`src/rtl/vseven_seg_pkg.sv`:
```
// Shared constants and types for the seven-segment scanner: segment decode
// table, blank pattern, digit count and the prescaler width helper.
package vseven_seg_pkg;

    localparam int NUM_DIGITS = 4;

    localparam logic [6:0] SEG_BLANK = 7'h7F;

    // Active-low g..a patterns, indexed by nibble (entry 0 is the LSB slice).
    localparam logic [15:0][6:0] SEG_LUT = {
        7'h0E, 7'h06, 7'h21, 7'h46, 7'h03, 7'h08, 7'h10, 7'h00,
        7'h78, 7'h02, 7'h12, 7'h19, 7'h30, 7'h24, 7'h79, 7'h40
    };

    typedef struct packed {
        logic [15:0] value;
        logic [3:0]  dp;
        logic [3:0]  blank;
    } disp_t;

    function automatic int pcnt_width(input int n);
        return (n <= 1) ? 1 : $clog2(n);
    endfunction

endpackage

```
`src/rtl/vhex_to_seg.sv`:
```
// Combinational hex nibble to active-low seven-segment pattern.
module vhex_to_seg
    import vseven_seg_pkg::*;
(
    input  logic [3:0] i_nibble,
    output logic [6:0] o_seg
);

    assign o_seg = SEG_LUT[i_nibble];

endmodule

```
`src/rtl/vseven_seg_scanner.sv`:
```
// Time-multiplexed 4-digit common-anode display driver with a double-buffered
// value that is applied only at frame boundaries.
module vseven_seg_scanner
    import vseven_seg_pkg::*;
#(
    parameter int PRESCALE = 100000
) (
    input  logic        clk,
    input  logic        rst_n,
    input  logic        load,
    input  logic [15:0] value,
    input  logic [3:0]  dp,
    input  logic [3:0]  blank,
    output logic [3:0]  an,
    output logic [6:0]  seg,
    output logic        dp_n,
    output logic        pending,
    output logic        frame_sync
);

    localparam int             PW   = pcnt_width(PRESCALE);
    localparam logic [PW-1:0]  PMAX = PW'(PRESCALE - 1);

    logic [PW-1:0] r_pcnt;
    logic [1:0]    r_dig;
    disp_t         r_shadow;
    disp_t         r_active;
    logic          r_pending;
    logic          r_frame_sync;
    logic [3:0]    r_an;
    logic [6:0]    r_seg;
    logic          r_dp_n;

    logic          w_tick;
    logic          w_frame_start;
    disp_t         w_in;
    logic [3:0]    w_nibble;
    logic [6:0]    w_seg;
    logic          w_blank_sel;

    assign w_tick        = (r_pcnt == PMAX);
    assign w_frame_start = w_tick && (r_dig == 2'd3);
    assign w_in          = '{value: value, dp: dp, blank: blank};
    assign w_nibble      = r_active.value[{r_dig, 2'b00} +: 4];
    assign w_blank_sel   = r_active.blank[r_dig];

    vhex_to_seg u_hex_to_seg (
        .i_nibble (w_nibble),
        .o_seg    (w_seg)
    );

    always_ff @(posedge clk) begin
        if (!rst_n) begin
            r_pcnt       <= '0;
            r_dig        <= 2'd3;
            r_shadow     <= '0;
            r_active     <= '{value: 16'h0000, dp: 4'h0, blank: 4'hF};
            r_pending    <= 1'b0;
            r_frame_sync <= 1'b0;
            r_an         <= 4'hF;
            r_seg        <= SEG_BLANK;
            r_dp_n       <= 1'b1;
        end else begin
            r_pcnt <= w_tick ? '0 : r_pcnt + 1'b1;
            if (w_tick) begin
                r_dig <= r_dig + 2'd1;
            end

            if (load) begin
                r_shadow <= w_in;
            end

            // A load coinciding with frame start bypasses the shadow so it is never left pending.
            if (w_frame_start) begin
                if (load) begin
                    r_active <= w_in;
                end else if (r_pending) begin
                    r_active <= r_shadow;
                end
                r_pending <= 1'b0;
            end else if (load) begin
                r_pending <= 1'b1;
            end

            r_frame_sync <= w_frame_start;

            r_an   <= w_blank_sel ? 4'hF : ~(4'b0001 << r_dig);
            r_seg  <= w_blank_sel ? SEG_BLANK : w_seg;
            r_dp_n <= w_blank_sel | ~r_active.dp[r_dig];
        end
    end

    assign an         = r_an;
    assign seg        = r_seg;
    assign dp_n       = r_dp_n;
    assign pending    = r_pending;
    assign frame_sync = r_frame_sync;

endmodule

```
`config.mk`:
```
export PLATFORM = sky130hd
export DESIGN_NAME = vseven_seg_scanner
export DESIGN_NICKNAME = d
export VERILOG_FILES = /design/src/rtl/vseven_seg_pkg.sv /design/src/rtl/vhex_to_seg.sv /design/src/rtl/vseven_seg_scanner.sv
export SDC_FILE = /design/constraint.sdc
export NUM_CORES = 1
export LEC_CHECK = 0
export ABC_CLOCK_PERIOD_IN_PS = 1850
export BUFFER_PORTS_ARGS = -buffer_cell sky130_fd_sc_hd__buf_2
export CAP_MARGIN = 20
export CORE_MARGIN = 2
export CORE_UTILIZATION = 49
export CTS_CLUSTER_DIAMETER = 60
export DETAILED_ROUTE_END_ITERATION = 10
export GPL_ROUTABILITY_DRIVEN = 0
export GPL_TIMING_DRIVEN = 0
export PLACE_DENSITY_LB_ADDON = 0.2
export REMOVE_ABC_BUFFERS = 1
export SETUP_SLACK_MARGIN = 0.02
export SKIP_CTS_REPAIR_TIMING = 1
export SLEW_MARGIN = 10
export SYNTH_ARGS = -nofsm -noshare
export SYNTH_HDL_FRONTEND = slang
export SYNTH_SLANG_ARGS = --single-unit
export TNS_END_PERCENT = 100
```
`constraint.sdc`:
```
create_clock -name clk -period 1.85 [get_ports clk]
set_input_delay 0.37 -clock clk [delete_from_list [all_inputs] [get_ports clk]]
set_output_delay 0.37 -clock clk [all_outputs]
set_load 0.01 [all_outputs]
```
* Word-level counts from Yosys, hierarchy flattened
Memories as Yosys holds them, arrays and structs flattened. A register that Yosys moved wholly into a read port is not among the register bits. Cells that the tools add are included.
Word-level totals: flip-flop bits (word level) 74, ROM bits 112, bits of input ports 27, output and inout port bits 14, word-level logic and storage cells 36, memories kept 1
Memories:
- (no name shown) | depth 16, bits a word 7, rd ports 1, clocked after Yosys merged registers in 1, write ports 0, RTL line vhex_to_seg.sv:9 | assign o_seg = SEG_LUT[i_nibble];
Operators by class: add/subtract/negate cells 2, magnitude comparators 1, equal/unequal tests 2, shifts and indexed selects 2, mux-type cells 6, bitwise logic cells 4, reductions and logical operators 6
Operators by type and width (number):
- $mux 24 | 2
- $add 17x1->17 const B | 1
- $eq 17x17->1 const B | 1
- $shiftx 16x5->4 | 1
- $reduce_or 2->1 | 3
- $bmux 1 s2 | 2
- $not 4->4 | 1
- $shl 1x2->4 const A | 1
- $lt 2x3->1 const B | 1
- $add 2x1->2 const B | 1
- $eq 2x2->1 const B | 1
- $mux 1 | 2
- $not 1->1 | 2
- $reduce_and 2->1 | 1
- $reduce_bool 2->1 | 1
- $logic_and 1x1->1 | 1
- $or 1x1->1 | 1

* Logic depth before layout (Yosys ltp)
Gate-level depths: netlist of run 1.
word-level depth 4, gate-level depth with buffers 8

* Hierarchy
A second synthesis of run 1 with hierarchy kept.
Second synthesis, totals: cells, all modules 339, area, all modules 3641.0 µm²
By module, submodules not included:
- vseven_seg_scanner | times used 1, cells each 307, area each 3365.7 µm², seq. area each 1621.6 µm²
- vhex_to_seg | times used 1, cells each 32, area each 275.3 µm², seq. area each 0.0 µm²

* Worst setup path after synthesis of run 1
Ideal clock, no wire load.
path type reg2reg, start register r_dig[0], end register r_seg[1] (netlist: seg[1]), setup time 119 ps, arrival 1800 ps, setup slack -69 ps, cell stages (with the launch flop) 8, path buffers 1, period minus slack after synthesis 1919 ps, cells stage by stage dfxtp_1 > buf_6 > mux4_1 > inv_1 > ha_1 > nor2_1 > a211o_1 > nand3_2
Between the ends: word-level cells in the longest chain between the ends 3, elaborated cells between the ends (all ways) 4
Ends and longest elaborated chain:
- from (decl) | RTL line vseven_seg_scanner.sv:25 | logic [1:0] r_dig;
- from (signal assigned) | RTL line vseven_seg_scanner.sv:66 | r_dig <= r_dig + 2'd1;
- branches (longest 3 deep; another with $shiftx 16x5->4)
- to (decl) | RTL line vseven_seg_scanner.sv:31 | logic [6:0] r_seg;
Parallel ways; which one is timed is not known. The select of a mux whose other input is x is not followed. A chain may end at the register's enable or synchronous reset.

* Worst setup path in the final report of run 1
Ends and elaborated chain as after synthesis.

==> results of run 1 <==
-- power breakdown --
group	internal, mW	leakage (nW)	switching (mW)
Clock	0.656	0.0953	0.618
Combinational	0.0698	0.848	0.0858
Sequential	1.78	0.658	0.0126
-- routing by layer --
metal | share of wire [%] | vias up
li1 | - | 1319
met1 | 49 | 1184
met2 | 45 | 60
met3 | 5.0 | 11
met4 | 0.99 | 0
met5 | 0 | -
-- stage by stage --
stage / hold WS [ps] / cell area (um^2) / power, mW / worst slack (ps)
2_1_floorplan: 413 / 3290 / 1.91 / -399
3_3_place_gp: 424 / 3590 / 1.98 / -1140
3_5_place_dp: 432 / 3590 / 1.99 / -1180
4_1_cts: 288 / 3780 / 3.25 / -1180
5_1_grt: 300 / 4020 / 3.34 / -19.7
6_report: 307 / 4020 / 3.22 / 39.9
-- worst max path at each step --
| stage | startpoint | end | slack [ps] | cells past startpoint |
|---|---|---|---|---|
| after floorplan | r_pcnt[0] | r_active[10] | -400 | 5 |
| after global placement | r_pcnt[0] | r_active[11] | -1140 | 5 |
| after detailed placement | r_pcnt[0] | r_active[14] | -1180 | 5 |
| after CTS | r_pcnt[0] | r_active[14] | -1180 | 5 |
| after global routing | r_pcnt[0] | r_pcnt[16] | -20 | 5 |
| final | r_dig[0] | seg[1] | 40 | 6 |
-- worst min-delay path, cell delays in order --
cell,delay (ps)
buf_2,80
mux2i_1,70
nor2b_1,100
-- flip-flops by register name, indices dropped and copies added, names as in the netlist --
name and cells:
r_dig 2, seg 7, r_active 24, frame_sync 1, pending 1, dp_n 1, an 4, r_shadow 24
r_pcnt 17
-- layout by cell type, fill, tap and decap left out, drive strengths merged, types with 6 or more instances in the layout --
| master | synthesis | final |
|---|---|---|
| a21oi | 11 | 11 |
| buf | 12 | 58 |
| clkbuf | 10 | 12 |
| dfxtp | 81 | 81 |
| ha | 11 | 11 |
| inv | 6 | 6 |
| mux2i | 25 | 25 |
| mux4 | 6 | 6 |
| nand2 | 33 | 33 |
| nand3 | 27 | 27 |
| nor2 | 14 | 14 |
| nor2b | 25 | 25 |
| o21ai | 27 | 27 |
| xor2 | 10 | 10 |
-- cell families after synthesis --
| family | synth area share, % |
|---|---|
| xor gates and xnor gates | 2.83 |
| AOI/OAI and AO/OA | 9.25 |
| adders and majority gates | 4.04 |
| and+or+nand+nor | 20.5 |
| DFF | 47.6 |
| muxes | 11.6 |
| buffers and inverters | 4.15 |
-- layout make-up --
type                    count  area [um^2]
fillers                   608         2730
multi-input cells         241         1730
flip-flops and latches     81         1630
repair buffers             59          344
clock buffers              11          141
well taps                  80          100
clock inverters             5         55.1
inverters                   6         22.5
==> flow_summary.json, run 1 <==
{
  "n_antenna_cell": 0,
  "yosysTopAreaCell": "dfxtp_1",
  "ant_nets": 0,
  "r2r_slack_ps": 40,
  "p_leak_nw": 1.60,
  "cp_max_fo": 6,
  "dp_hpwl_um": 3960,
  "cts_tree": "yes",
  "synth_top_cell_area_share_pct": 47.6,
  "grt-ovfl-total": 0,
  "max_clock_freq_mhz": 552,
  "portBuffers": 40,
  "drive_gt1_share_pct": 25.1,
  "cts.sinks": 81,
  "antenna_found_initial": 0,
  "die_h_um": 87.4,
  "clock-skew-final_ps": 12.6,
  "r2r_cells": 6,
  "grt_pass1_vias": 2273,
  "die_w_um": 87.4,
  "min-delay-start": "blank[3]",
  "boundaryPins": 41,
  "slowest_delay_ps": 610,
  "use_met3_pct": 6.07,
  "grt_pass1_wl_um": 10300,
  "reg2reg_from": "r_dig[0]",
  "status": "finished clean",
  "period_share_pct": 97.8,
  "use_met1_pct": 22.1,
  "cp_data_required_time_ps": 2070,
  "vdd_drop_max_mv": 0.452,
  "crit_path_end_kind": "flop",
  "fp.coreArea_mm2": 0.00676,
  "syn_area_per_cell_um2": 9.79,
  "die_area_mm2": 0.00764,
  "clock_latency_ps": 350,
  "clk_path_buf_depth": 2,
  "ys_seq_area_share_pct": 47.6,
  "h-tree-depth": 3,
  "grt.total_usage_pct": 17.2,
  "critPathBufInv": 1,
  "power_density_mw_per_mm2": 800,
  "finalSetupViolations": 0,
  "hold_violations": 0,
  "synthCells": 348,
  "vias": 2574,
  "grt_util_met2_pct": 26.7,
  "finalNonFillerCells": 483,
  "ys_top_cells_by_area": "dfxtp_1, mux2i_1, nor2b_1",
  "fin_tns_setup_ps": 0,
  "synth-main-ff-cell": "dfxtp_1",
  "cts_buffers": 9,
  "worst-endpoint-arrival_ps": 2030,
  "min_to": "r_shadow[3]",
  "netlist_area_mm2": 0.00341,
  "relSlewSlack_pct": 37.0,
  "critical-path-top-delay-family": "multiplexers",
  "ys_types": 41,
  "routedWlPerCell_um": 14.2,
  "rsz0062_at_grt": "true",
  "cts_root_buf": "clkbuf_8",
  "synth-edff-count": 0,
  "critPathKind": "reg -> reg",
  "reg2reg_to": "seg[1]",
  "fin_util_pct": 59.6,
  "drt_iter0_markers": 112,
  "syn2layout_area_growth_pct": 18.1,
  "row_count": 30,
  "layout.nets": 436,
  "synth.most_common_cell": "dfxtp_1",
  "finalCriticalPeriod_ps": 1810,
  "clkTransAtPathRegs_ps": 80,
  "ys_warn_count": 0,
  "drcViolationCount": 0,
  "min_path_type": "in -> reg",
  "initial_core_util_pct": 50.4,
  "worst_pin_slew_ps": 946,
  "crit_slowest_cell": "mux4_2",
  "firstDrtPassIters": 5,
  "ys_ff_latch": 81,
  "synth_common_cells": "dfxtp_1, nand2_1, nand3_1",
  "drv_slew": 0,
  "drt_wl_total_um": 6860,
  "drt-vias-per-instance": 5.33,
  "crit_path_start_kind": "flop",
  "cap_violations": 0,
  "busiest_layer": "met2",
  "place_inst": 446,
  "grt_max_degree": 62,
  "hold_depth": 3,
  "crit_chain": "mux4_2 > inv_2 > ha_4 > nor2_2 > a211o_1 > nand3_2",
  "async_flop_share_pct": 0
}
Power figures use the tool's default switching activity.
==> inputs of run 2 (changes only) <==
- GPL_TIMING_DRIVEN: 0 -> not set
==> run 2 against run 1 <==
  * Wire length is 4.2% lower
  * Sequential power hardly changed
  * Non-clock buffer count is 4 higher
  * Fmax is 0.79% higher
  * Global-route usage is 1.6 points higher
  * Clock power is 4% higher
  * Combinational power is 15% higher
  * Worst hold slack better by 7.6 ps
  * Via count is 1.2% lower
  * First-iteration DRC count is 33% lower
  * Largest cell class unchanged
==> flow_summary.json, run 2 (synthesized netlist as in run 1, its figures left out) <==
{
  "p_leak_nw": 1.62,
  "top_regs": "r_active x24, r_shadow x24, r_pcnt x17",
  "p_sw_mw": 0.731,
  "initial_core_util_pct": 50.4,
  "fin_util_pct": 59.8,
  "wl_met3_um": 200,
  "relSlewSlack_pct": 72.8,
  "drcViolationCount": 0,
  "crit_path_start_kind": "flop",
  "final-seq-area_mm2": 0.00163,
  "finalSetupViolations": 0,
  "multi_input_area_mm2": 0.00166,
  "portBuffers": 40,
  "crit_path_end_kind": "flop",
  "finalCriticalPeriod_ps": 1800,
  "p_clk_share_pct": 40.1,
  "cts.sinks": 81,
  "layout.nets": 438,
  "seqPwrFrac_pct": 54.5,
  "cellInternalPower_mw": 2.55,
  "max_clock_freq_mhz": 557,
  "fin_area_mm2": 0.00404,
  "drv_slew": 0,
  "vias": 2544,
  "routedWlPerCell_um": 13.6,
  "min_path_type": "in -> reg",
  "drive_gt1_share_pct": 22.8,
  "setup_slack_ps": 54.1,
  "clk_path_buf_depth": 2,
  "worst_pin_slew_ps": 408,
  "routed-wl-met2_um": 2920,
  "fp.coreArea_mm2": 0.00676,
  "worstSetupPathDepth": 6,
  "r2r_cells": 6,
  "grt_pass1_wl_um": 11300,
  "worst-endpoint-arrival_ps": 2010,
  "dpl_cell_area_mm2": 0.00380,
  "die_h_um": 87.4,
  "cts_tree": "yes",
  "grt-ovfl-total": 0,
  "drt-met1-wl_um": 3320,
  "ant_nets": 0,
  "grt_max_degree": 25,
  "row_count": 30,
  "drt_iter0_markers": 75,
  "boundaryPins": 41,
  "firstDrtPassIters": 4,
  "top_layer": "met4",
  "period_share_pct": 97.1,
  "die_area_mm2": 0.00764,
  "n_antenna_cell": 0,
  "rsz0062_at_grt": "true",
  "hold_depth": 3,
  "status": "finished clean",
  "slowest_delay_ps": 550,
  "grt.total_usage_pct": 18.8,
  "drt-vias-per-instance": 5.26,
  "power_density_mw_per_mm2": 813,
  "pre_cts_slack_ps": -42.9,
  "comb_power_share_pct": 5.5,
  "r2r_slack_ps": 50,
  "hold_violations": 0,
  "cap_violations": 0,
  "final_cell_mix": "dfxtp_1, buf_2, nand2_1",
  "cp_max_fo": 4,
  "clkTransAtPathRegs_ps": 80,
  "dp_hpwl_um": 4570,
  "switching_share_pct": 22.3,
  "cts_buffers": 9,
  "clock-skew-final_ps": 9.63,
  "antenna_found_initial": 0,
  "critPathBufInv": 1,
  "crit_slowest_cell": "mux4_2",
  "cts_root_buf": "clkbuf_8",
  "h-tree-depth": 3,
  "die_w_um": 87.4,
  "vdd_drop_max_mv": 0.410,
  "grt_pass1_vias": 2428,
  "cp_data_required_time_ps": 2070,
  "power_mw": 3.29,
  "syn2layout_area_growth_pct": 18.6,
  "drt_wl_total_um": 6570,
  "n_fill_cell": 579,
  "crit_chain": "mux4_2 > buf_6 > ha_2 > and2b_1 > a21oi_1 > o221ai_1",
  "critical-path-top-delay-family": "multiplexers",
  "clock_latency_ps": 350,
  "final_common_cell": "dfxtp_1",
  "critPathKind": "reg -> reg"
}
run 2: cell types whose count changed in the layout (fill, tap and decap cells not counted), moves of 2 or more:
cell / delta
inv_1: +2
and4_2: -2
clkinv_2: -2
inv_2: -2
buf_12: +4
and2_4: -2
and4_1: +2
run 2: path summary, 6_finish.rpt:
| kind | start | end |
|---|---|---|
| worst min register to register | r_pcnt[0] | r_pcnt[0] |
| worst min-delay path | blank[1] | r_shadow[1] |
| worst max-delay path | r_dig[0] | seg[6] |
| worst max register to register | r_dig[0] | seg[6] |
run 2: metal layers:
metal	vias to the layer above	GRT usage (%)
met4	0	8.81
met1	1173	25.8
met5	-	0
met3	12	4.08
met2	42	28.2
li1	1317	-
run 2: area by class of cell:
type | count | area share [%]
repair buffers | 63 | 10.6
multi-input cells | 239 | 41.1
inverters | 6 | 0.557
well taps | 80 | 2.48
clock buffers | 11 | 3.75
clock inverters | 4 | 1.30
flip-flops and latches | 81 | 40.2
run 2: power by group through the flow:
stage          sequential [mW]  combinational [mW]  clock (mW)
2_1_floorplan             1.83              0.0797           0
3_3_place_gp              1.83               0.177           0
3_5_place_dp              1.83               0.180           0
4_1_cts                   1.79               0.181        1.35
5_1_grt                   1.79               0.202        1.40
6_report                  1.79               0.179        1.32
run 2: worst reg2reg max path: cells and delay by family, from the launching register on:
family | cells | cell delay, ps
multiplexers | 1 | 550
flip-flops | 1 | 370
AO/OA/AOI/OAI | 2 | 240
adder cells (fa/ha/maj) | 1 | 180
AND/OR/NAND/NOR | 1 | 170
buffers and inverters | 1 | 150
run 2: metrics by stage:
| stage | hold WS [ps] | setup TNS [ps] | instances |
|---|---|---|---|
| 4_1_cts | 307 | -115 | 482 |
| 3_5_place_dp | 430 | -105 | 467 |
| 3_3_place_gp | 425 | 0 | 467 |
| 6_report | 315 | 0 | 484 |
| 5_1_grt | 319 | 0 | 484 |
| 2_1_floorplan | 413 | -10430 | 326 |
==> inputs of run 3 (changes only) <==
- BUFFER_PORTS_ARGS: -buffer_cell sky130_fd_sc_hd__buf_2 -> -buffer_cell sky130_fd_sc_hd__buf_4
==> run 3 against run 2 <==
  * Final cell count decreased by 0.41%
  * Largest cell class unchanged
  * Combinational power grew 2%
  * Clock power about the same
  * Sequential share of layout area shrank 0.50 points
  * Worst hold slack improved by 4.9 ps
  * Sequential cell count is the same
  * Final area increased by 1.3%
  * Via count is 0.31% higher
==> flow_summary.json, run 3 (synthesized netlist as in run 1, its figures left out) <==
{
  "clkTransAtPathRegs_ps": 80,
  "reg2reg_from": "r_dig[0]",
  "reg2reg_to": "seg[3]",
  "p_sw_mw": 0.697,
  "comb_power_share_pct": 5.6,
  "cp_data_required_time_ps": 2080,
  "cellInternalPower_mw": 2.61,
  "drv_slew": 0,
  "dp_hpwl_um": 4560,
  "fin_util_pct": 60.6,
  "min-delay-start": "blank[2]",
  "clk_path_buf_depth": 2,
  "finalCriticalPeriod_ps": 1800,
  "drt_iter0_markers": 97,
  "r2r_cells": 5,
  "row_count": 30,
  "fin_area_mm2": 0.00409,
  "h-tree-depth": 3,
  "cts_root_buf": "clkbuf_8",
  "syn2layout_area_growth_pct": 20.1,
  "crit_path_start_kind": "flop",
  "final_common_cell": "dfxtp_1",
  "portBuffers": 40,
  "worst_pin_slew_ps": 310,
  "place_inst": 464,
  "drt-vias-per-instance": 5.29,
  "use_met3_pct": 3.89,
  "hold_depth": 3,
  "rsz0062_at_grt": "true",
  "clock-skew-final_ps": 5.44,
  "fp.coreArea_mm2": 0.00676,
  "grt_max_degree": 33,
  "critPathKind": "reg -> reg",
  "ant_nets": 0,
  "drcViolationCount": 0,
  "pre_cts_slack_ps": -67.4,
  "antenna_found_initial": 0,
  "clock_latency_ps": 340,
  "vdd_drop_max_mv": 0.417,
  "final_cell_mix": "dfxtp_1, buf_4, nand2_1",
  "die_h_um": 87.4,
  "r2r_slack_ps": 50,
  "min_to": "r_shadow[2]",
  "switching_share_pct": 21.1,
  "dpl_cell_area_mm2": 0.00385,
  "routedWlPerCell_um": 14.0,
  "grt_pass1_wl_um": 11300,
  "worst-endpoint-arrival_ps": 2030,
  "cap_violations": 0,
  "relSlewSlack_pct": 79.1,
  "min_path_type": "in -> reg",
  "drt_wl_total_um": 6750,
  "crit_start": "r_dig[0]",
  "layout.nets": 435,
  "p_leak_nw": 1.65,
  "max_clock_freq_mhz": 556,
  "finalSetupViolations": 0,
  "die_w_um": 87.4,
  "setup_slack_ps": 52.9,
  "power_density_mw_per_mm2": 807,
  "power_mw": 3.30,
  "drive_gt1_share_pct": 21.6,
  "die_area_mm2": 0.00764,
  "n_antenna_cell": 0,
  "top_regs": "r_active x24, r_shadow x24, r_pcnt x17",
  "fin_tns_setup_ps": 0,
  "firstDrtPassIters": 4,
  "whs_ps": 320,
  "grt.total_usage_pct": 19.0,
  "seqPwrFrac_pct": 54.2,
  "cts.sinks": 81,
  "grt_util_met2_pct": 28.5,
  "hold_violations": 0,
  "initial_core_util_pct": 50.4,
  "crit_path_end_kind": "flop",
  "p_clk_share_pct": 40.2,
  "cts_buffers": 9,
  "finalNonFillerCells": 482,
  "cp_max_fo": 6,
  "cts_tree": "yes",
  "busiest_layer": "met2",
  "grt_pass1_vias": 2417,
  "vias": 2552,
  "boundaryPins": 41,
  "use_met1_pct": 26.0,
  "status": "finished clean",
  "period_share_pct": 97.1,
  "grt-ovfl-total": 0
}
[run 3: worst max-delay path by stage]
stage | to | slack, ps
after detailed placement | seg[1] | -70
after global placement | seg[1] | 30
after floorplan | r_active[10] | -400
after CTS | seg[1] | -90
after global routing | seg[5] | -2
final | seg[3] | 50
[run 3: worst max-delay path: stages (launching register included)]
cell	delay, ps
dfxtp_4	370
mux4_2	600
ha_4	220
and2b_1	160
a211oi_1	240
o21ai_1	90
[run 3: routing by layer]
| metal | share of wire (%) | vias up | wire [um] |
|---|---|---|---|
| met5 | 0 | - | 0 |
| met2 | 46 | 49 | 3090 |
| met3 | 4.2 | 8 | 281 |
| met1 | 49 | 1187 | 3310 |
| met4 | 1.0 | 0 | 70 |
| li1 | - | 1308 | - |
[run 3: final cells by class]
class                   instances  area (um^2)
fillers                       579         2660
clock buffers                  14          173
repair buffers                 60          475
inverters                       6         22.5
flip-flops and latches         81         1630
multi-input cells             239         1660
clock inverters                 2         35.0
well taps                      80          100
[run 3: power groups by stage]
| stage | Sequential, mW | Clock (mW) | Combinational [mW] |
|---|---|---|---|
| after floorplan | 1.83 | 0 | 0.0797 |
| after global placement | 1.83 | 0 | 0.183 |
| after detailed placement | 1.83 | 0 | 0.185 |
| after CTS | 1.79 | 1.37 | 0.185 |
| after global routing | 1.79 | 1.44 | 0.203 |
| final | 1.79 | 1.33 | 0.183 |
